<file path="config.mk">
export PLATFORM = sky130hd
export DESIGN_NAME = bus_drvr_port_flat
export DESIGN_NICKNAME = d
export VERILOG_FILES = /design/src/rtl/bus_drvr_port_if.sv /design/src/rtl/bus_drvr_port.sv /design/src/flat_wrapper.sv
export SDC_FILE = /design/constraint.sdc
export NUM_CORES = 1
export LEC_CHECK = 0
export BUFFER_PORTS_ARGS = -buffer_cell sky130_fd_sc_hd__buf_2
export CORE_ASPECT_RATIO = 0.8
export CORE_UTILIZATION = 58
export DETAILED_ROUTE_END_ITERATION = 10
export PLACE_DENSITY_LB_ADDON = 0.25
export SYNTH_ARGS = -nofsm -noshare
export SYNTH_HDL_FRONTEND = slang
export SYNTH_SLANG_ARGS = --single-unit
</file>
<file path="constraint.sdc">
create_clock -name clk -period 5.5 [get_ports clk]
set_input_delay 0.275 -clock clk [delete_from_list [all_inputs] [get_ports clk]]
set_output_delay 0.275 -clock clk [all_outputs]
set_load 0.005 [all_outputs]
</file>
<file path="src/rtl/bus_drvr_port_if.sv">
// Arbiter-facing bus of one driver port.
// The arbiter (master) drains the TX FIFO through pndng/pop/D_pop
// and fills the RX FIFO through push/D_push.
interface bus_drvr_port_if #(
  parameter int PCKG = 32
);
  logic            pndng;
  logic            pop;
  logic [PCKG-1:0] D_pop;
  logic            push;
  logic [PCKG-1:0] D_push;

  modport master (
    input  pndng,
    input  D_pop,
    output pop,
    output push,
    output D_push
  );

  modport slave (
    output pndng,
    output D_pop,
    input  pop,
    input  push,
    input  D_push
  );
endinterface

</file>
<file path="src/rtl/bus_drvr_port.sv">
// Device-side endpoint of the bus: a TX FIFO drained by the arbiter and an
// RX FIFO filled by the arbiter, with packets filtered on destination ID.
// Both FIFOs are first-word fall-through; heads read as 0 when empty.
module bus_drvr_port #(
  parameter int PCKG    = 32,
  parameter int DEPTH   = 8,
  parameter int ID_W    = 8,
  parameter int DRVR_ID = 0,
  parameter int BROD    = 16
) (
  input  logic                   clk,
  input  logic                   reset,
  input  logic                   wr_en,
  input  logic [PCKG-1:0]        wr_data,
  output logic                   tx_full,
  output logic [$clog2(DEPTH):0] tx_count,
  bus_drvr_port_if.slave         bus,
  input  logic                   rd_en,
  output logic [PCKG-1:0]        rd_data,
  output logic                   rx_empty,
  output logic [$clog2(DEPTH):0] rx_count,
  output logic                   ovf,
  output logic [15:0]            drop_cnt,
  output logic                   pop_err
);

  localparam int AW = $clog2(DEPTH);
  localparam int CW = AW + 1;
  localparam logic [CW-1:0]   FULL_CNT = CW'(DEPTH);
  localparam logic [ID_W-1:0] OWN_ID   = ID_W'(DRVR_ID);
  localparam logic [ID_W-1:0] BROD_ID  = ID_W'(BROD);

  logic [PCKG-1:0] tx_mem [DEPTH];
  logic [PCKG-1:0] rx_mem [DEPTH];
  logic [AW-1:0]   tx_rd_ptr, tx_wr_ptr;
  logic [AW-1:0]   rx_rd_ptr, rx_wr_ptr;

  logic tx_empty_i, tx_full_i, rx_empty_i, rx_full_i;
  logic tx_do_rd, tx_do_wr, rx_do_rd, rx_do_wr;
  logic id_match, rx_drop;

  assign tx_empty_i = (tx_count == '0);
  assign tx_full_i  = (tx_count == FULL_CNT);
  assign rx_empty_i = (rx_count == '0);
  assign rx_full_i  = (rx_count == FULL_CNT);

  // A pop on a full FIFO frees a slot in the same cycle, so a simultaneous
  // write is allowed; the same holds for a host read on a full RX FIFO.
  assign tx_do_rd = bus.pop & ~tx_empty_i;
  assign tx_do_wr = wr_en & (~tx_full_i | tx_do_rd);

  assign id_match = (bus.D_push[PCKG-1 -: ID_W] == OWN_ID) ||
                    (bus.D_push[PCKG-1 -: ID_W] == BROD_ID);
  assign rx_do_rd = rd_en & ~rx_empty_i;
  assign rx_do_wr = bus.push & id_match & (~rx_full_i | rx_do_rd);
  assign rx_drop  = bus.push & id_match & rx_full_i & ~rx_do_rd;

  assign tx_full   = tx_full_i;
  assign bus.pndng = ~tx_empty_i;
  assign bus.D_pop = tx_empty_i ? '0 : tx_mem[tx_rd_ptr];
  assign rx_empty  = rx_empty_i;
  assign rd_data   = rx_empty_i ? '0 : rx_mem[rx_rd_ptr];

  // TX storage; stale entries are never visible because the head is masked when empty
  always_ff @(posedge clk) begin
    if (tx_do_wr) tx_mem[tx_wr_ptr] <= wr_data;
  end

  // RX storage, written only for accepted packets that have room
  always_ff @(posedge clk) begin
    if (rx_do_wr) rx_mem[rx_wr_ptr] <= bus.D_push;
  end

  // TX pointers and occupancy; pointers wrap naturally since DEPTH is a power of two
  always_ff @(posedge clk or negedge reset) begin
    if (!reset) begin
      tx_rd_ptr <= '0;
      tx_wr_ptr <= '0;
      tx_count  <= '0;
    end else begin
      if (tx_do_wr) tx_wr_ptr <= tx_wr_ptr + AW'(1);
      if (tx_do_rd) tx_rd_ptr <= tx_rd_ptr + AW'(1);
      tx_count <= tx_count + CW'(tx_do_wr) - CW'(tx_do_rd);
    end
  end

  // RX pointers and occupancy
  always_ff @(posedge clk or negedge reset) begin
    if (!reset) begin
      rx_rd_ptr <= '0;
      rx_wr_ptr <= '0;
      rx_count  <= '0;
    end else begin
      if (rx_do_wr) rx_wr_ptr <= rx_wr_ptr + AW'(1);
      if (rx_do_rd) rx_rd_ptr <= rx_rd_ptr + AW'(1);
      rx_count <= rx_count + CW'(rx_do_wr) - CW'(rx_do_rd);
    end
  end

  // Sticky error flags and the saturating drop counter
  always_ff @(posedge clk or negedge reset) begin
    if (!reset) begin
      ovf      <= 1'b0;
      drop_cnt <= '0;
      pop_err  <= 1'b0;
    end else begin
      if (bus.pop && tx_empty_i) pop_err <= 1'b1;
      if (rx_drop) begin
        ovf <= 1'b1;
        if (drop_cnt != 16'hFFFF) drop_cnt <= drop_cnt + 16'd1;
      end
    end
  end

endmodule
</file>
<file path="src/flat_wrapper.sv">
// flat-port wrapper written by rule: the top's interface ports become plain ports
module bus_drvr_port_flat 
#(
  parameter int PCKG    = 32,
  parameter int DEPTH   = 8,
  parameter int ID_W    = 8,
  parameter int DRVR_ID = 0,
  parameter int BROD    = 16
)
  (clk, reset, wr_en, wr_data, tx_full, tx_count, rd_en, rd_data, rx_empty, rx_count, ovf, drop_cnt, pop_err, bus_pndng, bus_D_pop, bus_pop, bus_push, bus_D_push);
  bus_drvr_port_if #(.PCKG(PCKG)) bus_i ();
  input  logic clk;
  input  logic reset;
  input  logic wr_en;
  input  logic [PCKG-1:0] wr_data;
  output logic tx_full;
  output logic [$clog2(DEPTH):0] tx_count;
  input  logic rd_en;
  output logic [PCKG-1:0] rd_data;
  output logic rx_empty;
  output logic [$clog2(DEPTH):0] rx_count;
  output logic ovf;
  output logic [15:0] drop_cnt;
  output logic pop_err;
  output wire logic [$bits(bus_i.pndng)-1:0] bus_pndng;
  output wire logic [$bits(bus_i.D_pop)-1:0] bus_D_pop;
  input wire logic [$bits(bus_i.pop)-1:0] bus_pop;
  input wire logic [$bits(bus_i.push)-1:0] bus_push;
  input wire logic [$bits(bus_i.D_push)-1:0] bus_D_push;
  assign bus_pndng = bus_i.pndng;
  assign bus_D_pop = bus_i.D_pop;
  assign bus_i.pop = bus_pop;
  assign bus_i.push = bus_push;
  assign bus_i.D_push = bus_D_push;
  bus_drvr_port #(.PCKG(PCKG), .DEPTH(DEPTH), .ID_W(ID_W), .DRVR_ID(DRVR_ID), .BROD(BROD)) u_core (.clk(clk), .reset(reset), .wr_en(wr_en), .wr_data(wr_data), .tx_full(tx_full), .tx_count(tx_count), .bus(bus_i), .rd_en(rd_en), .rd_data(rd_data), .rx_empty(rx_empty), .rx_count(rx_count), .ovf(ovf), .drop_cnt(drop_cnt), .pop_err(pop_err));
endmodule
</file>
# Yosys cells after proc, flatten, opt, wreduce, memory -nomap -nowiden

Memories as Yosys holds them, arrays and structs flattened.
Index checks and enable logic that the tools add are counted.

Mux-type cells: 6
Reductions and logical operators: 6
Eq/ne operators: 4
Bitwise gates (word level): 14
$add $sub $neg: 9

Operators by type and width:

| cell                                                | count |
|---|---|
| 2-to-1 mux 32 bit                                   | 2 |
| adder 16 x 1 -> 16 bit, second input constant       | 1 |
| inequality test 16 bit, second input constant       | 1 |
| adder 3 x 1 -> 3 bit, second input constant         | 4 |
| adder 4 x 1 -> 4 bit                                | 2 |
| equality test 4 bit, second input constant          | 2 |
| equality test 8 x 5 -> 1 bit, second input constant | 1 |
| logical NOT 4 bit                                   | 2 |
| logical NOT 8 bit                                   | 1 |
| subtractor 4 x 1 -> 4 bit                           | 2 |
| bitwise AND 1 bit                                   | 7 |
| NOT 1 bit                                           | 5 |
| 2-to-1 mux 1 bit                                    | 4 |
| OR 1 bit                                            | 2 |
| AND reduction 2 bit                                 | 1 |
| logical AND 1 bit                                   | 1 |
| logical OR 1 bit                                    | 1 |

Input bits: 70
Output and inout bits: 93
Word-level logic and storage cells: 50
Register bits: 38
Memories kept: 2
RAM bits: 512

Memories:

| memory        | words | bits a word | read ports | clocked after memory_dff | wr ports | line                | source |
|---|---|---|---|---|---|---|---|
| u_core.rx_mem | 8     | 32          | 1          | 0                        | 1        | bus_drvr_port.sv:34 | `logic [PCKG-1:0] rx_mem [DEPTH];` |
| u_core.tx_mem | 8     | 32          | 1          | 0                        | 1        | bus_drvr_port.sv:33 | `logic [PCKG-1:0] tx_mem [DEPTH];` |

# Depth between registers and ports, before layout

Gate-level depths: netlist of run 1.

Word-level depth: 7
Depth in mapped cells: 13
Depth with buffers taken out: 11

# Least setup slack after synthesis of run 1

No wires, ideal clock.

Kind: register to register
From: register u_core.rx_count[2]
To: memory u_core.rx_mem[0][0] (enable)
Data required time: 4.987 ns
Buffers on the path: 0
Cell stages (with the launch flop): 6
Setup slack: 0.470 ns
Data arrival time: 4.517 ns
Clock period less this slack: 5.030 ns
Library setup time: 0.513 ns
Path through: dfrtp_1 > inv_1 > ha_1 > nand2b_1 > a21oi_2 > nor4b_1

Longest elaborated chain between the ends: 7
Elaborated cells on any way between the ends: 9
Those cells by class: eq/ne: 1; mux: 2; bitwise: 5; reduce/logical: 1

RTL lines:

| what                                     | line                | source |
|---|---|---|
| from (decl)                              | bus_drvr_port.sv:21 | `output logic [$clog2(DEPTH):0] rx_count,` |
| from (signal assigned)                   | bus_drvr_port.sv:96 | `rx_count <= rx_count + CW'(rx_do_wr) - CW'(rx_do_rd);` |
| logical NOT 4 bit                        | bus_drvr_port.sv:44 | `assign rx_empty_i = (rx_count == '0);` |
| NOT 1 bit                                | bus_drvr_port.sv:54 | `assign rx_do_rd = rd_en & ~rx_empty_i;` |
| bitwise AND 1 bit                        | bus_drvr_port.sv:54 |  |
| OR 1 bit *                               | bus_drvr_port.sv:55 | `assign rx_do_wr = bus.push & id_match & (~rx_full_i \| rx_do_rd);` |
| bitwise AND 1 bit *                      | bus_drvr_port.sv:55 |  |
| via u_core.rx_do_wr                      | bus_drvr_port.sv:39 | `logic tx_do_rd, tx_do_wr, rx_do_rd, rx_do_wr;` |
| 2-to-1 mux 1 bit *                       | bus_drvr_port.sv:71 | `if (rx_do_wr) rx_mem[rx_wr_ptr] <= bus.D_push;` |
| 2-to-1 mux 1 bit (implied by the code) * | bus_drvr_port.sv:71 |  |
| to (decl)                                | bus_drvr_port.sv:34 |  |

The timed path passes the listed nets; every way through them passes the cells marked *.

# Worst setup path after layout of run 1

From: register u_core.rx_rd_ptr[0]
To: output rd_data[11]

Longest elaborated chain between the ends: 2

RTL lines:

| what                   | line                | source |
|---|---|---|
| from (decl)            | bus_drvr_port.sv:36 | `logic [AW-1:0] rx_rd_ptr, rx_wr_ptr;` |
| from (signal assigned) | bus_drvr_port.sv:95 | `if (rx_do_rd) rx_rd_ptr <= rx_rd_ptr + AW'(1);` |
| memory (8 x 32 bit)    | --                  |  |
| 2-to-1 mux 32 bit      | bus_drvr_port.sv:62 | `assign rd_data = rx_empty_i ? '0 : rx_mem[rx_rd_ptr];` |
| to (decl)              | flat_wrapper.sv:19  | `output logic [PCKG-1:0] rd_data;` |

No other way between the ends.

==> metrics.yaml, run 1 <==
cts:
  ctsHtreeMaxLevel: 2
  cts_buffers: 51
  cts-root-buf: "clkbuf_16"
  clkSinkCount: 550
  clk_latency_ns: 0.57
  clkTransAtPathRegs_ns: 0.06
  postCtsSetupRepairBufs: 0
  cts_tree: "built"
  clock_path_buffers: 3
power_and_ir_drop:
  switching_power_mw: 3.40
  swShare_pct: 28.2
  leakagePower_nw: 8.84
  internal_power_mw: 8.65
  p_clk_share_pct: 28.7
  powerDensity_nw_per_um2: 478
  peakVddDrop_mv: 0.400
  pwr-share-comb_pct: 26.7
  design_power_total_mw: 12.0
  p_seq_share_pct: 44.6
global_routing:
  gr-total-overflow: 0
  grt_pass1_wl_microns: 64500
  antenna_found_initial: 0
  grt_max_degree: 51
  gr-usage-all-layers_pct: 22.9
  grt_pass1_vias: 10893
placement:
  placed_area_sq_um: 23000
  io_buffers: 162
  dp_hpwl_microns: 22600
  place_inst: 1624
  dp_worst_setup_slack_ns: 2.62
  gp_congestion: 0.732
logic_synthesis:
  synth-main-ff-cell: "edfxtp_1"
  ys_types: 41
  synth_commonest_cells: "edfxtp_1, mux4_2, nor2_1, mux2i_1, dfrtp_1"
  synth_cells: 1004
  synth_seq_area_share_pct: 76.2
  syn_avg_cell_area_sq_um: 21.4
  synth-seq-cells: 550
  synth_area_sq_um: 21400
  synth_edf_count: 512
  yosys_warnings: 0
  synth_top_cell_by_area: "edfxtp_1"
  synth_area_leaders: "edfxtp_1, mux4_2, dfrtp_1, mux2i_1, nor2_1"
  synth_most_common_cell: "edfxtp_1"
  synth_top_area_share_pct: 71.7
  ys_async_sr_fraction_pct: 6.91
  synthesis.nets: 1093
sta:
  drv_slew: 0
  fin_skew_ns: 0.0182
  finalCritPeriodShare_pct: 61.6
  worstMarginPinSlew_ns: 0.949
  worst_slack_ns: 2.11
  max_freq_mhz: 295
  min_period_ns: 3.39
  setup_viol: 0
  relSlewSlack_pct: 36.7
  finalHoldViolations: 0
  rsz0062_at_grt: "false"
  setup_tns_ns: 0
drt:
  drt_iter0_markers: 729
  wire_per_inst_microns: 23.5
  drc_errors: 0
  first_pass_iters: 4
  routed_via_density: 5.83
  totalWireLength_microns: 41600
  via_count: 10346
  ant_nets: 0
worst_hold_path:
  min_path_type: "input port to register"
worst_setup_path:
  cp-start-kind: "register"
  worstPathArrival_ns: 3.11
  end_kind: "primary output"
  crit_type: "register to primary output"
  path_max_fanout: 47
  cp.required_ns: 5.22
die:
  num_rows: 62
  die_w_microns: 217
  initial_core_util_pct: 59.3
  die-area_sq_um: 37700
  dieHeight_microns: 174
  fp.coreArea_sq_um: 36100
  ios: 163
final_layout:
  stdcell_count: 1774
  fin_nets: 1345
  num-fill-cells: 2319
  fin_area_sq_um: 25200
  n_antenna_cell: 0
  area_delta_synth_final_pct: 17.5
  drive_gt1_share_pct: 32.6
outcome:
  status: "finished, final reports clean"
flow_run:
  max-cap-violations: 0
## worst max-delay path: stages (launching register included)
cell and delay [ns]:
dfrtp_4 1.04, buf_4 0.50, mux4_2 0.55, mux2i_1 0.18, nor2_1 0.07, buf_2 0.15
## registers in the layout, summed over array words and instances (netlist names)
| signal | count |
|---|---|
| u_core.drop_cnt | 16 |
| u_core.ovf | 1 |
| u_core.pop_err | 1 |
| u_core.rx_count | 4 |
| u_core.rx_mem | 256 |
| u_core.rx_rd_ptr | 3 |
| u_core.rx_wr_ptr | 3 |
| u_core.tx_count | 4 |
| u_core.tx_mem | 256 |
| u_core.tx_rd_ptr | 3 |
| u_core.tx_wr_ptr | 3 |
## power groups by stage
| stage | Sequential [mW] | Clock (mW) | Combinational [mW] |
|---|---|---|---|
| after floorplan | 5.13 | 0 | 2.38 |
| after global placement | 5.46 | 0 | 3.17 |
| after detailed placement | 5.48 | 0 | 3.22 |
| after CTS | 5.39 | 3.53 | 3.27 |
| after global routing | 5.44 | 3.69 | 3.50 |
| final | 5.37 | 3.46 | 3.21 |
## per-stage QoR
step	hold WS, ns	utilization (%)
after floorplan	-0.0206	-
after global placement	0.447	63.5
after detailed placement	0.457	63.5
after CTS	0.00911	69.7
after global routing	0.0165	69.7
final	0.0302	69.7
## logic make-up (layout without fill, tap and decap cells)
kind of cell | Yosys count | after routing | share of synthesized area [%]
DFF | 550 | 550 | 76.2
muxes | 197 | 197 | 16.7
and+or+nand+nor | 135 | 135 | 3.20
buffers and inverters | 65 | 355 | 1.22
xor gates and xnor gates | 25 | 25 | 1.02
adders and majority gates | 19 | 19 | 1.18
AOI/OAI and AO/OA | 13 | 13 | 0.531
## cell usage in the layout, fill, tap and decap left out, types with 3 or more instances in the layout
| cell type | n |
|---|---|
| buf_2 | 162 |
| mux2i_1 | 64 |
| ha_1 | 17 |
| nand2_1 | 16 |
| bufinv_16 | 6 |
| nor2_1 | 71 |
| nand3_1 | 5 |
| clkinv_2 | 8 |
| xor2_1 | 13 |
| clkbuf_1 | 9 |
| nand2b_1 | 5 |
| inv_1 | 18 |
| nor2_4 | 7 |
| clkbuf_16 | 52 |
| edfxtp_1 | 512 |
| xnor2_1 | 12 |
| and3_1 | 4 |
| a21o_1 | 3 |
| dfrtp_2 | 4 |
| nor3b_2 | 4 |
| dfrtp_1 | 32 |
| a21oi_1 | 5 |
| nor3_2 | 5 |
| buf_4 | 25 |
| mux4_2 | 128 |
| nand4_1 | 3 |
| clkinv_1 | 12 |
| mux2_2 | 5 |
| dlygate4sd3_1 | 59 |
## per-layer routing
layer,vias to the layer above,track usage (%),share of wire [%]
met2,300,35.7,49
met4,0,5.22,1.7
li1,4578,-,-
met1,5414,34.8,45
met3,54,3.64,5.1
met5,-,0,0
## timing repair
action	4_1_cts	5_1_grt
hold buffers	59	0
resized for setup	0	0
hold endpoints to repair	495	0
endpoints found under the setup margin	0	0
## cell type report
class                           count  area (sq um)  area share (%)
Tap cell                          480           601            2.38
Timing Repair Buffer              246          1590            6.31
Multi-Input combinational cell    389          4960            19.7
Clock inverter                     30           307            1.22
Sequential cell                   550         16300            64.8
Clock buffer                       61          1340            5.30
Inverter                           18          67.6           0.268
## worst paths after layout
check | startpoint | end | slack [ns] | depth (start not counted)
min in group asynchronous | reset | u_core.drop_cnt[13] | 0.37 | 2
worst min register to register | u_core.ovf | u_core.ovf | 0.48 | 1
worst min-delay path | bus_D_push[25] | u_core.rx_mem[0][25] | 0.03 | 1
worst max register to register | u_core.rx_count[2] | u_core.rx_count[2] | 2.79 | 10
max in group asynchronous | reset | u_core.rx_rd_ptr[0] | 4.46 | 2
worst max-delay path | u_core.rx_rd_ptr[0] | rd_data[11] | 2.11 | 5
No activity file was read; power rests on OpenSTA's default activity.
==> run 2, diff against run 1 <==
--- a/config.mk
+++ b/config.mk
@@ -5,6 +5,7 @@
 export SDC_FILE = /design/constraint.sdc
 export NUM_CORES = 1
 export LEC_CHECK = 0
+export ABC_AREA = 1
 export BUFFER_PORTS_ARGS = -buffer_cell sky130_fd_sc_hd__buf_2
 export CORE_ASPECT_RATIO = 0.8
 export CORE_UTILIZATION = 58
==> constraint.sdc (replaced) <==
create_clock -name clk -period 3.3 [get_ports clk]
set_input_delay 0.165 -clock clk [delete_from_list [all_inputs] [get_ports clk]]
set_output_delay 0.165 -clock clk [all_outputs]
set_load 0.005 [all_outputs]
==> metrics.yaml, run 2 <==
outcome:
  status: "finished, final reports clean"
die:
  fp.coreArea_sq_um: 37400  # +3.6%
  dieHeight_microns: 177  # +1.9%
  num_rows: 63  # +1.6%
  die_w_microns: 221  # +1.9%
  initial_core_util_pct: 59.5  # +0.15 points
  die-area_sq_um: 39200  # +3.8%
  ios: 163  # unchanged
logic_synthesis:
  synth-seq-cells: 550  # unchanged
  synth_cells: 1817  # +81%
  ys_types: 32  # -22%
  synth_edf_count: 512  # unchanged
  synth_commonest_cells: "edfxtp_1, nor2_1, o21ai_0, nand2_1"
  synth_top_cell_by_area: "edfxtp_1"
  yosys_warnings: 0  # unchanged
  synth_area_leaders: "edfxtp_1, nor2_1, o21ai_0, dfrtp_1, nand2_1"
  synth-main-ff-cell: "edfxtp_1"
  synth_most_common_cell: "edfxtp_1"
  synthesis.nets: 1906  # +74%
  syn_avg_cell_area_sq_um: 12.3  # -43%
  synth_area_sq_um: 22300  # +3.8%
  ys_async_sr_fraction_pct: 6.91  # unchanged
  synth_seq_area_share_pct: 73.3  # -2.8 points
  synth_top_area_share_pct: 69.1  # -2.6 points
final_layout:
  fin_nets: 2117  # +57%
  top_regs: "u_core.rx_mem (256), u_core.tx_mem (256), u_core.drop_cnt (16)"
  stdcell_count: 2560  # +44%
  drive_gt1_share_pct: 15.3  # -17 points
  fin_area_sq_um: 26100  # +3.6%
  final_cell_mix: "edfxtp_1, nor2_1, o21ai_0, nand2_1, buf_2"
  num-fill-cells: 2559  # +10%
  final_common_cell: "edfxtp_1"
  area_delta_synth_final_pct: 17.3
worst_setup_path:
  cp.required_ns: 3.13  # -2.09 ns
  path_cells: "buf_4 -> o21ai_0 -> o22ai_1 -> nor2_1 -> nor2_1 -> buf_2"
  crit_top_cell: "nor2_1"
  crit_type: "register to primary output"
  worstPathArrival_ns: 2.70  # -0.41 ns
  r2r-end: "u_core.tx_mem[6][20]"
  crit_path_max_incr_delay_ns: 0.76  # -0.28 ns
  critPathSlowestCell: "buf_4"
  crit_buf_inv: 2  # unchanged
  rrSetupSlack_ns: 0.80  # -1.99 ns
  end_kind: "primary output"
  cp-start-kind: "register"
  regToRegStartpoint: "u_core.tx_count[2]"
  reg2regPathDepth: 10  # unchanged
  crit_family: "buffers and inverters"
  path_max_fanout: 97  # +110%
sta:
  rsz0062_at_grt: "false"
  fin_skew_ns: 0.0159  # -0.00226 ns
  setup_viol: 0  # unchanged
  finalHoldViolations: 0  # unchanged
  max_freq_mhz: 348
  drv_slew: 0  # unchanged
  min_period_ns: 2.87
  relSlewSlack_pct: 33.4  # -3.3 points
  worstMarginPinSlew_ns: 0.998  # +0.0492 ns
  finalCritPeriodShare_pct: 87.0
drt:
  wire_per_inst_microns: 19.4  # -18%
  drt_iter0_markers: 1523  # +110%
  via_count: 14683  # +42%
  first_pass_iters: 5  # +1
  totalWireLength_microns: 49500  # +19%
  ant_nets: 0  # unchanged
  routed_via_density: 5.74  # -1.7%
  drc_errors: 0  # unchanged
cts:
  clkTransAtPathRegs_ns: 0.07  # about the same
  cts-root-buf: "clkbuf_16"
  clkSinkCount: 550  # unchanged
  ctsHtreeMaxLevel: 2  # unchanged
  clk_latency_ns: 0.58  # about the same
  cts_tree: "built"
  clock_path_buffers: 3  # unchanged
  cts_buffers: 52  # +2.0%
power_and_ir_drop:
  powerDensity_nw_per_um2: 830  # +74%
  design_power_total_mw: 21.7  # +80%
  leakagePower_nw: 9.41  # +6.4%
  peakVddDrop_mv: 0.570  # +43%
global_routing:
  gr-total-overflow: 0  # unchanged
  grt_pass1_vias: 14204  # +30%
  grt_pass1_wl_microns: 76500  # +19%
  gr-usage-all-layers_pct: 25.2  # +2.2 points
  antenna_found_initial: 3  # +3
  grt_max_degree: 128  # +150%
placement:
  io_buffers: 162  # unchanged
  gp_congestion: 0.786  # +7.3%
  placed_area_sq_um: 23700  # +3.1%
  place_inst: 2394  # +47%
  dp_hpwl_microns: 26100  # +15%
flow_run:
  max-cap-violations: 0  # unchanged
worst_hold_path:
  min_path_type: "input port to register"
  min-delay-start: "wr_en"
  hold_path_end: "u_core.tx_wr_ptr[0]"
  min_path_cells: 4  # +3
==> run 2: cell types whose count changed after synthesis, moves of 10 or more <==
cell,previous run,this run
o21ai_0,0,258
buf_2,14,36
mux4_2,128,0
o22ai_1,0,64
inv_1,18,33
clkbuf_1,22,54
buf_4,0,10
nor2_1,78,483
mux2i_1,64,0
nand2_1,16,179
buf_1,11,0
o211ai_1,0,64
==> run 2: tightest hold or removal path, stage by stage <==
cell and delay (ns):
buf_2 0.10, nand2_2 0.16, nand2_1 0.10, nand2_1 0.05
==> run 2: report_power, final <==
group | leakage (nW) | internal [mW] | total [mW] | switching [mW]
clock network | 0.854 | 3.55 | 6.09 | 2.54
registers | 5.11 | 8.20 | 8.60 | 0.403
logic | 3.45 | 2.48 | 6.99 | 4.51
total | 9.41 | 14.2 | 21.7 | 7.45
==> run 2: what timing repair did <==
action,in CTS,in global routing
setup endpoints to repair,0,3
hold buffers,67,0
resized for setup,0,1
endpoints found under the hold margin,553,0
setup buffers,0,0
==> run 2: worst max-delay path by stage <==
stage | slack (ns) | cells after the start | endpoint | startpoint
after floorplan | -0.42 | 7 | u_core.tx_mem[7][0] | u_core.tx_count[2]
after global placement | 0.89 | 10 | u_core.rx_mem[3][4] | u_core.rx_count[2]
after detailed placement | 0.80 | 7 | rd_data[4] | u_core.rx_rd_ptr[0]
after CTS | 0.16 | 7 | rd_data[4] | u_core.rx_rd_ptr[0]
after global routing | 0.28 | 6 | bus_D_pop[27] | u_core.tx_rd_ptr[1]
final | 0.43 | 6 | bus_D_pop[27] | u_core.tx_rd_ptr[1]
==> run 2: layer usage <==
metal | global-route usage (%) | wire length [microns] | vias up
li1 | - | - | 6904
met1 | 36.7 | 21800 | 7101
met2 | 40.2 | 22900 | 590
met3 | 3.35 | 3880 | 88
met4 | 7.11 | 991 | 0
met5 | 0 | 0 | -
==> run 2: cell families (layout without fill, tap and decap cells) <==
group	after synthesis	in the layout	synth area share, %
AO/OA/AOI/OAI	392	392	9.91
XOR/XNOR	15	15	0.590
adder cells (fa/ha/maj)	19	19	1.14
buffers and inverters	144	397	2.85
flip-flops	550	550	73.3
other	0	3	0
AND/OR/NAND/NOR	697	697	12.2
==> run 2: area by class of cell <==
cell class	count	area (sq um)	area share (%)
flip-flops and latches	550	16300	62.6
multi-input cells	1123	5410	20.7
diodes	3	7.51	0.0287
inverters	40	154	0.589
clock buffers	65	1390	5.32
well taps	487	609	2.33
repair buffers	261	1830	7.02
clock inverters	31	367	1.40
==> run 2: metrics by stage <==
| step | setup TNS [ns] | hold slack (ns) | util [%] | setup slack, ns |
|---|---|---|---|---|
| finish | 0 | 0.0526 | 69.7 | 0.430 |
| floorplan | -39.89 | -0.131 | - | -0.416 |
| global route | 0 | 0.0500 | 69.7 | 0.276 |
| CTS | 0 | 0.0200 | 69.7 | 0.164 |
| global placement | 0 | 0.346 | 63.2 | 0.893 |
| detailed placement | 0 | 0.354 | 63.2 | 0.799 |
